## config.mk

```make
export PLATFORM = sky130hd
export DESIGN_NAME = quick_add_round
export DESIGN_NICKNAME = d
export VERILOG_FILES = /design/src/rtl/quick_add_round.sv
export SDC_FILE = /design/constraint.sdc
export NUM_CORES = 1
export LEC_CHECK = 0
export CAP_MARGIN = 20
export CORE_MARGIN = 2
export CORE_UTILIZATION = 54
export CTS_CLUSTER_DIAMETER = 30
export DETAILED_ROUTE_END_ITERATION = 6
export DONT_BUFFER_PORTS = 1
export PLACE_DENSITY = 0.76
export SLEW_MARGIN = 20
export SYNTH_ARGS = -nofsm -noshare
export SYNTH_HDL_FRONTEND = slang
export SYNTH_SLANG_ARGS = --single-unit
```

## constraint.sdc

```tcl
create_clock -name clk -period 4.99 [get_ports clk]
set_clock_uncertainty 0.1 [all_clocks]
set_input_delay 0.7485 -clock clk [delete_from_list [all_inputs] [get_ports clk]]
set_output_delay 0.7485 -clock clk [all_outputs]
set_load 0.1 [all_outputs]
```

## src/rtl/quick_add_round.sv

```systemverilog
// Two-player mental-arithmetic game: draws two 7-bit operands from an LFSR,
// lets an external adder produce the reference sum, and scores the first correct guess.
module quick_add_round #(
    parameter int unsigned WIN_SCORE = 5,
    parameter int unsigned TIMEOUT   = 1000,
    parameter logic [15:0] SEED      = 16'hACE1
) (
    input  logic       clk,
    input  logic       rst_n,
    input  logic       start,
    input  logic       go1,
    input  logic       go2,
    input  logic [7:0] guess1,
    input  logic [7:0] guess2,
    input  logic [7:0] sum_in,
    input  logic       cout_in,
    output logic [7:0] op_a,
    output logic [7:0] op_b,
    output logic       op_cin,
    output logic       round_active,
    output logic       lock1,
    output logic       lock2,
    output logic [3:0] score1,
    output logic [3:0] score2,
    output logic       result_valid,
    output logic [1:0] winner,
    output logic       err,
    output logic       game_over
);

    localparam int unsigned   TW         = $clog2(TIMEOUT);
    localparam logic [TW-1:0] TIMER_LAST = TW'(TIMEOUT - 1);
    localparam logic [3:0]    WIN        = 4'(WIN_SCORE);

    typedef enum logic [2:0] {
        S_IDLE,
        S_LOAD,
        S_WAIT,
        S_RESULT,
        S_GAMEOVER
    } state_t;

    state_t        state;
    state_t        state_nxt;
    logic [15:0]   lfsr;
    logic [TW-1:0] timer;
    logic          ok1;
    logic          ok2;
    logic          lock1_nxt;
    logic          lock2_nxt;
    logic          inc1;
    logic          inc2;
    logic [1:0]    win_code;

    // A player who is already locked out cannot score or re-lock.
    assign ok1       = go1 && !lock1 && (guess1 == sum_in);
    assign ok2       = go2 && !lock2 && (guess2 == sum_in);
    assign lock1_nxt = lock1 || (go1 && (guess1 != sum_in));
    assign lock2_nxt = lock2 || (go2 && (guess2 != sum_in));

    assign op_cin       = 1'b0;
    assign round_active = (state == S_WAIT);
    assign result_valid = (state == S_RESULT);
    assign game_over    = (state == S_GAMEOVER);

    always_ff @(posedge clk or negedge rst_n) begin
        if (!rst_n) begin
            state <= S_IDLE;
        end else begin
            state <= state_nxt;
        end
    end

    // An adder carry is treated as a fault and outranks any guess; a correct
    // guess outranks lockout and timeout.
    always_comb begin
        state_nxt = state;
        win_code  = 2'b00;
        inc1      = 1'b0;
        inc2      = 1'b0;
        case (state)
            S_IDLE:     if (start) state_nxt = S_LOAD;
            S_LOAD:     state_nxt = S_WAIT;
            S_WAIT: begin
                if (cout_in) begin
                    state_nxt = S_RESULT;
                end else if (ok1 && ok2) begin
                    win_code  = 2'b11;
                    state_nxt = S_RESULT;
                end else if (ok1) begin
                    win_code  = 2'b01;
                    inc1      = 1'b1;
                    state_nxt = S_RESULT;
                end else if (ok2) begin
                    win_code  = 2'b10;
                    inc2      = 1'b1;
                    state_nxt = S_RESULT;
                end else if ((lock1_nxt && lock2_nxt) || (timer == TIMER_LAST)) begin
                    state_nxt = S_RESULT;
                end
            end
            S_RESULT:   state_nxt = ((score1 == WIN) || (score2 == WIN)) ? S_GAMEOVER : S_IDLE;
            S_GAMEOVER: if (start) state_nxt = S_LOAD;
            default:    state_nxt = S_IDLE;
        endcase
    end

    always_ff @(posedge clk or negedge rst_n) begin
        if (!rst_n) begin
            lfsr   <= SEED;
            op_a   <= 8'h00;
            op_b   <= 8'h00;
            lock1  <= 1'b0;
            lock2  <= 1'b0;
            timer  <= '0;
            err    <= 1'b0;
            winner <= 2'b00;
            score1 <= 4'd0;
            score2 <= 4'd0;
        end else begin
            case (state)
                S_LOAD: begin
                    op_a   <= {1'b0, lfsr[6:0]};
                    op_b   <= {1'b0, lfsr[14:8]};
                    lfsr   <= {lfsr[14:0], lfsr[15] ^ lfsr[13] ^ lfsr[12] ^ lfsr[10]};
                    lock1  <= 1'b0;
                    lock2  <= 1'b0;
                    timer  <= '0;
                    err    <= 1'b0;
                    winner <= 2'b00;
                end
                S_WAIT: begin
                    timer <= timer + 1'b1;
                    lock1 <= lock1_nxt;
                    lock2 <= lock2_nxt;
                    if (cout_in) err <= 1'b1;
                    if (state_nxt == S_RESULT) winner <= win_code;
                    if (inc1 && (score1 != WIN)) score1 <= score1 + 4'd1;
                    if (inc2 && (score2 != WIN)) score2 <= score2 + 4'd1;
                end
                S_GAMEOVER: begin
                    if (start) begin
                        score1 <= 4'd0;
                        score2 <= 4'd0;
                    end
                end
                default: ;
            endcase
        end
    end

endmodule

```

After elaboration in Yosys (flattened, before gate mapping)
Cells that the tools add are included.
{"block": "totals", "out_inout_bits": 33, "elab_cells": 93, "input_bits": 30, "reg_bits": 56}
{"block": "op_classes", "add_sub_neg": 3, "reduce_logical": 24, "n_mux": 33, "n_bitwise": 3, "n_eq_ne": 19}
{"operator": "$mux W3", "n": 7}
{"operator": "$pmux W10 S2", "n": 1}
{"operator": "$eq A8 B8 Y1", "n": 2}
{"operator": "$ne A8 B8 Y1", "n": 2}
{"operator": "$pmux W4 S2", "n": 2}
{"operator": "$mux W4", "n": 3}
{"operator": "$pmux W3 S4", "n": 1}
{"operator": "$add A10 B1 Y10 const B", "n": 1}
{"operator": "$eq A10 B10 Y1 const B", "n": 1}
{"operator": "$logic_and A1 B1 Y1", "n": 10}
{"operator": "$mux W1", "n": 10}
{"operator": "$mux W2", "n": 5}
{"operator": "$eq A3 B2 Y1 const B", "n": 3}
{"operator": "$add A4 B1 Y4 const B", "n": 2}
{"operator": "$eq A4 B3 Y1 const B", "n": 2}
{"operator": "$ne A4 B3 Y1 const B", "n": 2}
{"operator": "$ne A2 B1 Y1 const B", "n": 3}
{"operator": "$pmux W1 S2", "n": 3}
{"operator": "$reduce_and A3 Y1", "n": 2}
{"operator": "$logic_or A1 B1 Y1", "n": 4}
{"operator": "$ne A2 B2 Y1 const B", "n": 2}
{"operator": "$pmux W2 S2", "n": 1}
{"operator": "$reduce_and A2 Y1", "n": 2}
{"operator": "$reduce_bool A2 Y1", "n": 2}
{"operator": "other kinds (6)", "n": 9}

Logic depth before layout (Yosys ltp)
{"block": "depth", "depth_word": 14, "mapped_depth": 7, "ltp_nobuf": 7}

Worst setup path after synthesis
OpenSTA, ideal clock, no wires.
{"block": "synth_timing", "kind": "flip-flop to flip-flop", "start": "register lock1", "end": "register score1[3]", "n_path_buf": 1, "arrival_ns": 2.472, "period_less_slack_ns": 2.650, "t_required_ns": 4.813, "setup_ns": 0.077, "stages_incl_launch_ff": 6, "slack_ns": 2.340, "cell_sequence": "dfrtp_1 or4b_4 or3_1 clkbuf_2 or4_1 a21oi_1"}
{"block": "synth_via", "elab_chain_len": 10, "word_cells_on_any_way": 11, "cone_classes": "eq/ne: 1; mux: 4; reduce/logical: 6"}
{"element": "start, declared", "line_no": "21", "text": "output logic lock1,"}
{"element": "start signal, assigned", "line_no": "134", "text": "lock1 <= lock1_nxt;"}
{"element": "$logic_not A1 Y1 (*)", "line_no": "56", "text": "assign ok1 = go1 && !lock1 && (guess1 == sum_in);"}
{"element": "$logic_and A1 B1 Y1 (*) (2 in series)", "line_no": "56"}
{"element": "$mux W1 / $logic_and A1 B1 Y1 (equally long branches)", "line_no": "90, 87"}
{"element": "$mux W1 (*)", "line_no": "87", "text": "end else if (ok1 && ok2) begin"}
{"element": "$mux W1 (*)", "line_no": "85", "text": "if (cout_in) begin"}
{"element": "$mux W1 (*)", "line_no": "81", "text": "case (state)"}
{"element": "$logic_and A1 B1 Y1 (*)", "line_no": "138", "text": "if (inc1 && (score1 != WIN)) score1 <= score1 + 4'd1;"}
{"element": "$ne A2 B1 Y1 (no line) (*)"}
{"element": "$reduce_and A3 Y1 (no line) (*)"}
{"element": "end signal, assigned", "line_no": "138"}
{"element": "end, declared", "line_no": "23", "text": "output logic [3:0] score1,"}
Every way passes the cells marked *; elsewhere a longest branch is shown, timed or not.
A chain may end at the register's enable or synchronous reset.

Worst setup path in the final report
Ends and elaborated chain as after synthesis.

==> impl_metrics.yaml <==
timing:
  relSlewSlack_pct: 28.2
  finalCriticalPeriod_ns: 2.74
  tightest_slew_ns: 1.08
  timing.fmax_ghz: 0.366
  finalHoldViolations: 0
  grt_setup_unrepaired: "no"
  finalSetupViolCount: 0
  slew_violations: 0
  tns_ns: 0
  period_share_pct: 54.8
grt:
  grt_max_degree: 50
  grt-ovfl-total: 0
  antenna_found_initial: 0
  grt_usage_pct: 18.6
  grt_pass1_vias: 1730
  grt_pass1_wl_um: 7530
worst_setup_path:
  crit_type: "flip-flop to flip-flop"
  worstPathArrival_ns: 2.86
  endpoint_kind: "flip-flop"
  required_ns: 5.11
  path_max_fanout: 6
  startpoint_type: "flip-flop"
  path_cells: "or4b_4 -> or3_1 -> or4_1 -> a21oi_1"
  cp_slowest_cell: "dfrtp_1"
  slowest_delay_ns: 0.76
synth:
  post-synth-top-area-cell: "dfrtp_1"
  yosysTopAreaCellShare_pct: 41.9
  yosysSeqAreaShare_pct: 50.5
  syn_avg_cell_area_um2: 9.42
  yosysUniqueCellTypes: 39
  syn_inst: 260
  synth-main-ff-cell: "dfrtp_1"
  ys.warnings.count: 0
  synth.area.top_cells: "dfrtp_1, nand2_1, dfstp_2"
  synth_seq_cells: 49
  synth_edf_count: 0
  postSynth.asyncResetShare_pct: 100
  syn_area_um2: 2450
clocking:
  insertion_delay_ns: 0.29
  cts_buffers: 5
  holdBufCountCts: 0
  clk_pin_slew_ns: 0.09
  cts_sinks: 49
  post_cts_resize_count: 0
  ctsLongestPathBuffers: 2
  post_cts_buffers: 0
  cts_tree: "built"
  clock-root-buffer: "clkbuf_8"
  cts_htree_levels: 2
place:
  portBuffers: 0
  place.detailed.hpwl_um: 3180
  place_area_um2: 2420
  gp_congestion: 0.885
route:
  first_pass_iters: 4
  drt_iter0_drc: 75
  ant_nets: 0
  wire_per_inst_um: 14.5
  drc: 0
  routed_wl_um: 4440
  via_per_inst: 5.86
  vias: 1792
finish:
  fin_util_pct: 58.4
  syn2layout_area_growth_pct: 3.83
  diodes: 0
  nets: 288
  final_cell_mix: "nand2_1, dfrtp_1, xor2_1"
  n_fill_cell: 395
  drive_gt1_share_pct: 8.27
  postLayoutCellArea_um2: 2540
  final_common_cell: "nand2_1"
worst_hold_path:
  hp-class: "primary input to async pin"
floorplanning:
  rows: 24
  fp.dieArea_um2: 5090
  io_pins: 63
  core_area_um2: 4350
  dieWidth_um: 71.3
  die_h_um: 71.3
  start_util_pct: 56.2
power:
  power-per-cell-area_nw_per_um2: 636
  ir_drop_mv: 0.361
  power.leakage_uw: 0.00118
  power_uw: 1620
job:
  maxCapViolCount: 0
outcome:
  status: "completed"
==> registers in the layout (all words and copies together), names as in the netlist <==
signal and count:
state 3, winner 2, score1 4, lock1 1, err 1, lfsr 16
timer 10, op_b 4, op_a 3, score2 4, lock2 1
==> critical path, delay by kind of cell, from the launching register on <==
kind / cells / cell delay [ns]
compound gates: 1 / 0.15
simple gates: 3 / 1.65
flops: 1 / 0.76
==> final cells by class <==
| type | count | area [um^2] | share of cell area [%] |
|---|---|---|---|
| Clock buffer | 6 | 82.6 | 3.25 |
| Clock inverter | 2 | 37.5 | 1.48 |
| Inverter | 7 | 26.3 | 1.03 |
| Multi-Input combinational cell | 190 | 1090 | 43.1 |
| Sequential cell | 49 | 1240 | 48.6 |
| Tap cell | 52 | 65.1 | 2.56 |
==> path summary, 6_finish.rpt <==
kind                                   to  slack, ns     from  depth (start not counted)
worst max-delay path            score1[3]       2.25    lock1                          4
worst min register to register    lfsr[5]       0.37  lfsr[5]                          2
worst min-delay path             timer[2]       0.04    rst_n                          0
min in group clk                  lfsr[5]       0.37  lfsr[5]                          2
max in group asynchronous         lfsr[6]       4.57    rst_n                          0
worst max register to register  score1[3]       2.25    lock1                          4
==> through the flow <==
stage | setup WS [ns] | hold WS, ns | std cells
after floorplan | 2.34 | 0.339 | 262
after global placement | 2.29 | 0.348 | 298
after detailed placement | 2.22 | 0.352 | 298
after CTS | 2.26 | 0.0245 | 306
after global routing | 2.15 | 0.0153 | 306
final | 2.25 | 0.0361 | 306
==> routing by layer <==
layer | part of all wire [%] | wire, um | vias to the layer above | global-route usage, %
met3 | 8.6 | 383 | 4 | 6.89
met2 | 49 | 2160 | 66 | 30.8
met1 | 42 | 1860 | 858 | 22.0
met4 | 0.86 | 38 | 0 | 7.13
li1 | - | - | 864 | -
met5 | 0 | 0 | - | 0
==> where the power goes <==
group,internal [uW],switching [uW]
Sequential,507,472
Clock,163,131
Combinational,104,240
Total,774,843
==> cell families after synthesis <==
logic type	count (synthesis)	share of synthesized area [%]
AO/OA/AOI/OAI	36	9.66
flip-flops	49	50.5
XOR/XNOR	20	7.15
other	1	0.153
AND/OR/NAND/NOR	121	22.8
adder cells (fa/ha/maj)	5	2.55
buffers and inverters	23	5.11
multiplexers	5	2.10
==> synth_stat cells (2+ instances only) <==
master and n:
ha_1 5, or4_1 4, inv_1 6, nor4_1 2, nand4_1 5, buf_4 10
dfstp_2 8, nand2_1 75, and2_1 2, a21oi_1 5, o211ai_1 2, o31ai_1 8
dfrtp_1 41, nor3_1 3, xor2_1 11, nor2_1 9, mux2i_1 4, o21ai_0 9
a31oi_1 3, xnor2_1 9, clkbuf_1 5, and3_1 4, o22ai_1 2, nand3_1 8
a22o_1 5, or3_1 2
Note: power is estimated with default switching activity, not from simulation.
